===== config.mk =====
export PLATFORM = sky130hd
export DESIGN_NAME = addsub_entry
export DESIGN_NICKNAME = d
export VERILOG_FILES = /design/src/rtl/addsub_entry_pkg.sv /design/src/rtl/addsub_entry_core.sv /design/src/rtl/addsub_entry.sv
export SDC_FILE = /design/constraint.sdc
export NUM_CORES = 1
export LEC_CHECK = 0
export CAP_MARGIN = 20
export CORE_MARGIN = 5
export CORE_UTILIZATION = 30
export DETAILED_ROUTE_END_ITERATION = 12
export PLACE_DENSITY = 0.53
export SLEW_MARGIN = 20
export SYNTH_ARGS = -nofsm -noshare
export SYNTH_HDL_FRONTEND = slang
export SYNTH_SLANG_ARGS = --single-unit

===== constraint.sdc =====
create_clock -name clk -period 3.43 [get_ports clk]
set_clock_uncertainty 0.05 [all_clocks]
set_input_delay 0.686 -clock clk [delete_from_list [all_inputs] [get_ports clk]]
set_output_delay 0.686 -clock clk [all_outputs]
set_load 0.02 [all_outputs]

===== src/rtl/addsub_entry_pkg.sv =====
// Shared types for the front-panel operand entry / add-subtract unit:
// entry FSM states, opcode encodings and the opcode-dependent flag select.
package addsub_entry_pkg;

  typedef enum logic [1:0] {
    LOAD_A  = 2'd0,
    LOAD_B  = 2'd1,
    LOAD_OP = 2'd2,
    SHOW    = 2'd3
  } state_t;

  localparam logic [1:0] OP_ADDU = 2'b00;
  localparam logic [1:0] OP_SUBS = 2'b01;
  localparam logic [1:0] OP_ADDS = 2'b10;
  localparam logic [1:0] OP_SUBU = 2'b11;

  // Signed ops report overflow; unsigned subtract reports borrow as inverted carry.
  function automatic logic selFlag(input logic [1:0] op, input logic cout, input logic cmsb);
    case (op)
      OP_ADDU: return cout;
      OP_SUBU: return ~cout;
      default: return cout ^ cmsb;
    endcase
  endfunction

endpackage


===== src/rtl/addsub_entry_core.sv =====
// Combinational WIDTH-bit adder/subtractor (A + ~B + 1 when subtracting),
// exposing carry out and carry into the MSB for flag generation.
module addsub_core
  import addsub_entry_pkg::*;
#(
  parameter int WIDTH = 7
) (
  input  logic [WIDTH-1:0] i_a,
  input  logic [WIDTH-1:0] i_b,
  input  logic             i_sub,
  output logic [WIDTH-1:0] o_sum,
  output logic             o_cout,
  output logic             o_cmsb
);

  logic [WIDTH-1:0] w_b_eff;
  logic [WIDTH:0]   w_full;

  assign w_b_eff = i_b ^ {WIDTH{i_sub}};
  assign w_full  = {1'b0, i_a} + {1'b0, w_b_eff} + {{WIDTH{1'b0}}, i_sub};
  assign o_sum   = w_full[WIDTH-1:0];
  assign o_cout  = w_full[WIDTH];
  // The MSB sum bit is a ^ b ^ carry-in, so the carry into the MSB falls out directly.
  assign o_cmsb  = w_full[WIDTH-1] ^ i_a[WIDTH-1] ^ w_b_eff[WIDTH-1];

endmodule


===== src/rtl/addsub_entry.sv =====
// Front-panel operand entry FSM plus registered add/subtract result.
// Optional macro ADDSUB_ACCUM_EN: a commit click in SHOW loads A from the result.
module addsub_entry
  import addsub_entry_pkg::*;
#(
  parameter  int WIDTH   = 7,
  parameter  int SLIDE_W = 4,
  localparam int NCH     = (WIDTH + SLIDE_W - 1) / SLIDE_W,
  localparam int STEP_W  = $clog2(2 * NCH + 2)
) (
  input  logic              clk,
  input  logic              rst_n,
  input  logic              rot_event,
  input  logic              rot_dir,
  input  logic [SLIDE_W-1:0] slide,
  output logic [WIDTH-1:0]  sum,
  output logic              flag,
  output logic              valid,
  output logic [STEP_W-1:0] step
);

  state_t            r_state, w_state_nx;
  logic [STEP_W-1:0] r_step, w_step_nx;
  logic [WIDTH-1:0]  r_a, r_b, w_a_nx, w_b_nx;
  logic [1:0]        r_op, w_op_nx;
  logic              r_prev;
  logic [WIDTH-1:0]  r_sum;
  logic              r_flag;
  logic              w_click;
  int                w_idx;
  logic [WIDTH-1:0]  w_core_sum;
  logic              w_cout, w_cmsb;

  assign w_click = rot_event & ~r_prev;

  always_comb begin
    w_state_nx = r_state;
    w_step_nx  = r_step;
    w_a_nx     = r_a;
    w_b_nx     = r_b;
    w_op_nx    = r_op;
    w_idx      = 0;
    if (w_click) begin
      if (rot_dir) begin
        w_state_nx = LOAD_A;
        w_step_nx  = '0;
      end else begin
        case (r_state)
          LOAD_A: begin
            w_idx = int'(r_step);
            for (int i = 0; i < WIDTH; i++)
              if (i / SLIDE_W == w_idx) w_a_nx[i] = slide[i % SLIDE_W];
            w_step_nx = r_step + STEP_W'(1);
            if (r_step == STEP_W'(NCH - 1)) w_state_nx = LOAD_B;
          end
          LOAD_B: begin
            w_idx = int'(r_step) - NCH;
            for (int i = 0; i < WIDTH; i++)
              if (i / SLIDE_W == w_idx) w_b_nx[i] = slide[i % SLIDE_W];
            w_step_nx = r_step + STEP_W'(1);
            if (r_step == STEP_W'(2 * NCH - 1)) w_state_nx = LOAD_OP;
          end
          LOAD_OP: begin
            w_op_nx    = slide[1:0];
            w_state_nx = SHOW;
            w_step_nx  = STEP_W'(2 * NCH + 1);
          end
          SHOW: begin
`ifdef ADDSUB_ACCUM_EN
            w_a_nx     = r_sum;
            w_state_nx = LOAD_B;
            w_step_nx  = STEP_W'(NCH);
`else
            w_state_nx = LOAD_A;
            w_step_nx  = '0;
`endif
          end
          default: begin
            w_state_nx = LOAD_A;
            w_step_nx  = '0;
          end
        endcase
      end
    end
  end

  // Edge history resets high so a level already present at reset release is not a click.
  always_ff @(posedge clk or negedge rst_n) begin
    if (!rst_n) begin
      r_state <= LOAD_A;
      r_step  <= '0;
      r_a     <= '0;
      r_b     <= '0;
      r_op    <= OP_ADDU;
      r_prev  <= 1'b1;
      r_sum   <= '0;
      r_flag  <= 1'b0;
    end else begin
      r_state <= w_state_nx;
      r_step  <= w_step_nx;
      r_a     <= w_a_nx;
      r_b     <= w_b_nx;
      r_op    <= w_op_nx;
      r_prev  <= rot_event;
      r_sum   <= w_core_sum;
      r_flag  <= selFlag(r_op, w_cout, w_cmsb);
    end
  end

  addsub_core #(.WIDTH(WIDTH)) u_core (
    .i_a    (r_a),
    .i_b    (r_b),
    .i_sub  (r_op[0]),
    .o_sum  (w_core_sum),
    .o_cout (w_cout),
    .o_cmsb (w_cmsb)
  );

  assign sum   = r_sum;
  assign flag  = r_flag;
  assign valid = (r_state == SHOW);
  assign step  = r_step;

endmodule


==> results.cfg, run 1 <==
[pwr]
p_leak_nw = 1.02
peakVddDrop_uv = 286
power_density_nw_per_um2 = 699

[worst_setup_path]
arrival_ns = 2.60
start_kind = flop
critPathCaptureType = flop
critical_path_class = flop to flop
cp_max_fo = 10
ff2ff_path_depth = 8
cp_data_required_time_ns = 3.54

[synthesis]
async_flop_share = 1.00
syn_inst = 145
synth-seq-area-share = 0.426
synth_fa_ha_area_frac = 0.139
synth_area_leaders = dfrtp_1 (41%), ha_1 (13%), mux2_1 (7.0%), mux2_2 (3.2%), xor2_1 (3.0%)
synthFlopType = dfrtp_1
syn_nets = 172
synth_xor_xnor_area_share = 0.0794
ys_types = 39
syn_area_um2 = 1760
synth_commonest_cells = dfrtp_1 (29), ha_1 (18), inv_1 (13), mux2_1 (11)
synth_top_area_cell = dfrtp_1
synthMuxAreaShare = 0.127
synth_compound_area_frac = 0.0979
ys_seq_elements = 30
synth_top_family_by_area = adder cells
synth_top_area_frac = 0.411
yosys.area_share.simple = 0.0965
synth_most_common_cell = dfrtp_1
postSynthAreaPerCell_um2 = 12.2
synth_edf_count = 0
yosys_warnings = 0

[timing]
setup_viol = 0
slew_headroom = 0.622
hold_viol_final = 0
worst_pin_slew_ns = 0.566
slew_viol_final = 0
fin_crit_sh = 0.724
tns_ns = 0
clock.fmax_mhz = 403
rsz0062_at_grt = false
whs_ns = 0.458
final.min_clock_period_ns = 2.48

[drt]
wirelength_um = 3170
avgRoutedWirePerCell_um = 12.8
drcViolationCount = 0
vias_per_cell = 4.60
drt_pass1_iterations = 4
ant_nets = 0
drtIter0Drc = 22
num_vias = 1135

[clocking]
clock_latency_ns = 0.28
htreeDepth = 2
cts_tree = done
ctsHoldBuffers = 0
clkSlewWorstSetupHoldPaths_ns = 0.06
postCtsSetupBuffers = 0
clockRootBuffer = clkbuf_8
cts_made_buffers = 5
ctsResizeCount = 0
cts.sink_count = 30
clockBufferDepth = 2

[die]
core_um2 = 5820
start_util = 0.303
ios = 20
die_y_um = 86.7
die_x_um = 86.7
rows = 28
die-area_um2 = 7510

[cells_and_area]
multi_input_area_um2 = 952
nNetsFinal = 198
antenna_cells = 0
nFillCells = 589
seq_area_um2 = 752
finish.instance_area_um2 = 2140
syn_to_final_growth_pct = 21.1
drive_gt1_frac = 0.140

[placement]
dpl_cell_area_um2 = 2040
dp_hpwl_um = 2460
io_buffers = 19
gp_congestion = 0.892

[global_route]
grt_use_total = 0.0956
grt_pass1_wl_um = 5620
antenna_found_initial = 0
grt_pass1_vias = 1231
grt_max_degree = 31
overflow = 0

[flow_run]
cap_viol_max_count = 0

[worst_hold_path]
holdPathStages = 1
hp-class = flop to flop

[outcome]
status = complete, no violations
[path summary, 6_finish.rpt]
check	endpoint	from	slack, ns
worst max-delay path	flag	r_op[0]	0.95
worst min-delay path	r_b[1]	r_b[1]	0.46
worst max register to register	flag	r_op[0]	0.95
worst min register to register	r_b[1]	r_b[1]	0.46
max in group asynchronous	r_prev	rst_n	2.26
min in group asynchronous	sum[1]	rst_n	0.74
[cell families after synthesis]
family,count (synthesis)
compound gates,22
mux,20
flops,30
fa+ha+maj,19
xor+xnor,13
simple gates,27
buf+inv,14
[per-stage QoR]
stage	power (W)	setup WS (ns)	util	instances
2_1_floorplan	0.000998	1.37	-	145
3_3_place_gp	0.00120	0.997	0.352	239
3_5_place_dp	0.00121	0.931	0.352	239
4_1_cts	0.00151	0.923	0.367	247
5_1_grt	0.00160	0.742	0.367	247
6_report	0.00149	0.946	0.367	247
[placed cells by master, fill, tap and decap left out, types with 2 or more instances in the layout]
cell             Yosys  layout
o22ai_2              2       2
nor2b_1              3       3
mux2i_1              3       3
o21a_1               4       4
clkdlybuf4s50_1      0      19
o21bai_1             2       2
ha_1                18      18
a21oi_1              4       4
mux2_2               5       5
mux2_1              11      11
dfrtp_1             29      29
inv_1               13      13
nor2_1               4       4
xor2_1               6       6
nand2_1              6       6
nand3_1              2       2
o211ai_1             3       3
nand2b_1             3       3
clkbuf_8             0       6
xnor2_1              5       5
a22o_1               2       2
[final cells by class]
class,instances,share of cell area
tap,75,0.0439
sequential,30,0.352
inverter,13,0.0228
clock inverter,1,0.00234
timing repair buffer,20,0.0926
clock buffer,7,0.0404
multi-input combinational,101,0.446
[routing by layer]
layer	vias to the layer above	global-route usage	share of wire
li1	556	-	-
met1	552	0.110	0.45
met2	23	0.165	0.49
met3	4	0.0342	0.047
met4	0	0.0312	0.0085
met5	-	0	0
[power breakdown]
part	total [W]	switching [W]	leakage, nW	internal, W
sequential	0.000545	0.0000824	0.386	0.000462
combinational	0.000656	0.000335	0.590	0.000320
clock	0.000293	0.000131	0.0482	0.000162
total	0.00149	0.000549	1.02	0.000944
[worst max-delay path, stage by stage, from the launching register on]
cell and delay (ns):
dfrtp_1 0.70, xor2_1 0.24, inv_1 0.09, fa_1 0.44, nand2b_1 0.18, a21oi_1 0.26, o21a_1 0.20, nor4_1 0.05
nand3b_1 0.15
[registers in the layout (all words and copies together) (netlist names)]
name / flops
r_state: 2
r_b: 7
r_prev: 1
r_a: 7
step: 3
sum: 7
flag: 1
r_op: 2
No activity file was read; power rests on OpenSTA's default activity.
==> run 2, diff against run 1 <==
- PLACE_DENSITY: 0.53 -> 0.55
- clock period: 3.43 -> 2.1 ns (I/O delays scaled with it)
==> run 2 against run 1 <==
Effect of this change: the flow now finishes with violations (negative setup slack); worst setup slack got worse by 0.99 ns; cell count increased by 4.9%; via count increased by 4.1%; clock power increased by 94%; first-iteration DRC count decreased by 18%; combinational power increased by 84%; wire length increased by 5.4%; core utilization increased by 2.5 points; clock-buffer cell count decreased by 2; non-clock buffer count increased by 12; sequential share of layout area decreased by 2.2 points; flip-flop and latch count unchanged; critical path type unchanged.
==> results.cfg, run 2 (synthesis gave the netlist of run 1 again) <==
[outcome]
status = finished, violations left
violations = negative setup slack

[drt]
drcViolationCount = 0
wirelength_um = 3340
drt_pass1_iterations = 4
num_vias = 1182
ant_nets = 0
drtIter0Drc = 18
avgRoutedWirePerCell_um = 12.9
vias_per_cell = 4.56

[cells_and_area]
drive_gt1_frac = 0.234
nNetsFinal = 210
nFillCells = 587
final_common_cell = dfrtp_1
syn_to_final_growth_pct = 29.3
final_cell_mix = dfrtp_1 (28), clkdlybuf4s50_1 (19), ha_1 (17)
final_cell_count_no_fill = 259
antenna_cells = 0
multi_input_area_um2 = 985
seq_area_um2 = 753

[pwr]
p_leak_nw = 1.10
power_w = 0.00267
power_density_nw_per_um2 = 1170
peakVddDrop_uv = 473

[timing]
finalWorstSetupSlack_ns = -0.0437
worst_pin_slew_ns = 0.389
fin_crit_sh = 1.02
clock.fmax_mhz = 466
setup_viol = 1
slew_viol_final = 0
tns_ns = -0.0437
slew_headroom = 0.741
final.min_clock_period_ns = 2.14
rsz0062_at_grt = true
hold_viol_final = 0

[clocking]
htreeDepth = 2
clockBufferDepth = 2
cts.sink_count = 30
cts_tree = done
cts_made_buffers = 5
clkSlewWorstSetupHoldPaths_ns = 0.06
clockRootBuffer = clkbuf_8
clock_latency_ns = 0.28

[placement]
dp.cells = 248
dp_hpwl_um = 2580
io_buffers = 19
gp_congestion = 0.844

[global_route]
grt_pass1_wl_um = 5820
grt_pass1_vias = 1258
grt_use_total = 0.101
antenna_found_initial = 0
grt_max_degree = 31
overflow = 0

[worst_setup_path]
start_kind = flop
arrival_ns = 2.25
cp_max_fo = 5
critical_path_class = flop to flop
cp_data_required_time_ns = 2.21
critPathCaptureType = flop

[flow_run]
cap_viol_max_count = 0

[die]
die_y_um = 86.7
die-area_um2 = 7510
die_x_um = 86.7
start_util = 0.303
ios = 20
core_um2 = 5820
rows = 28

[worst_hold_path]
hp-class = flop to flop
[run 2: metrics by stage]
step	instance area (µm²)	hold slack (ns)	setup WS, ns	util
final	2280	0.453	-0.0437	0.392
after global routing	2280	0.480	-0.164	0.392
after CTS	2280	0.459	-0.0590	0.391
after detailed placement	2110	0.441	-0.102	0.363
after floorplan	1760	0.0744	0.0360	-
after global placement	2110	0.434	-0.0372	0.363
[run 2: path summary, 6_finish.rpt]
kind                              start     end  slack [ns]  depth (start not counted)
worst max-delay path            r_op[0]    flag       -0.04                          8
worst min-delay path             r_a[5]  r_a[5]        0.45                          1
worst max register to register  r_op[0]    flag       -0.04                          8
worst min register to register   r_a[5]  r_a[5]        0.45                          1
max in group asynchronous         rst_n  r_prev        1.19                          2
min in group asynchronous         rst_n  sum[2]        0.48                          2
[run 2: what timing repair did]
item,CTS,global route
hold buffers,0,0
gates resized for setup,5,2
buffers inserted,3,0
pin swaps,3,3
endpoints found under the setup margin,1,3
[run 2: cell type report]
| class | count | share of cell area |
|---|---|---|
| clock inverters | 3 | 0.0176 |
| repair buffers | 32 | 0.128 |
| clock buffers | 5 | 0.0302 |
| well taps | 75 | 0.0411 |
| multi-input cells | 101 | 0.432 |
| inverters | 13 | 0.0214 |
| flip-flops and latches | 30 | 0.330 |
[run 2: worst max-delay path, stage by stage, from the launching register on]
cell	delay, ns
dfrtp_1	0.43
buf_6	0.16
xor2_1	0.16
ha_1	0.30
o21a_1	0.18
o21a_1	0.18
o22ai_2	0.23
mux2i_1	0.22
nand3b_1	0.10
[run 2: metal layers]
metal / GRT usage / wire length, µm
met1: 0.118 / 1460
met2: 0.170 / 1690
met3: 0.0285 / 127
met4: 0.0467 / 67
met5: 0 / 0
[run 2: where the power goes]
group	internal, W	total (W)	switching [W]
Clock	0.000349	0.000569	0.000221
Combinational	0.000615	0.00121	0.000596
Sequential	0.000757	0.000885	0.000128
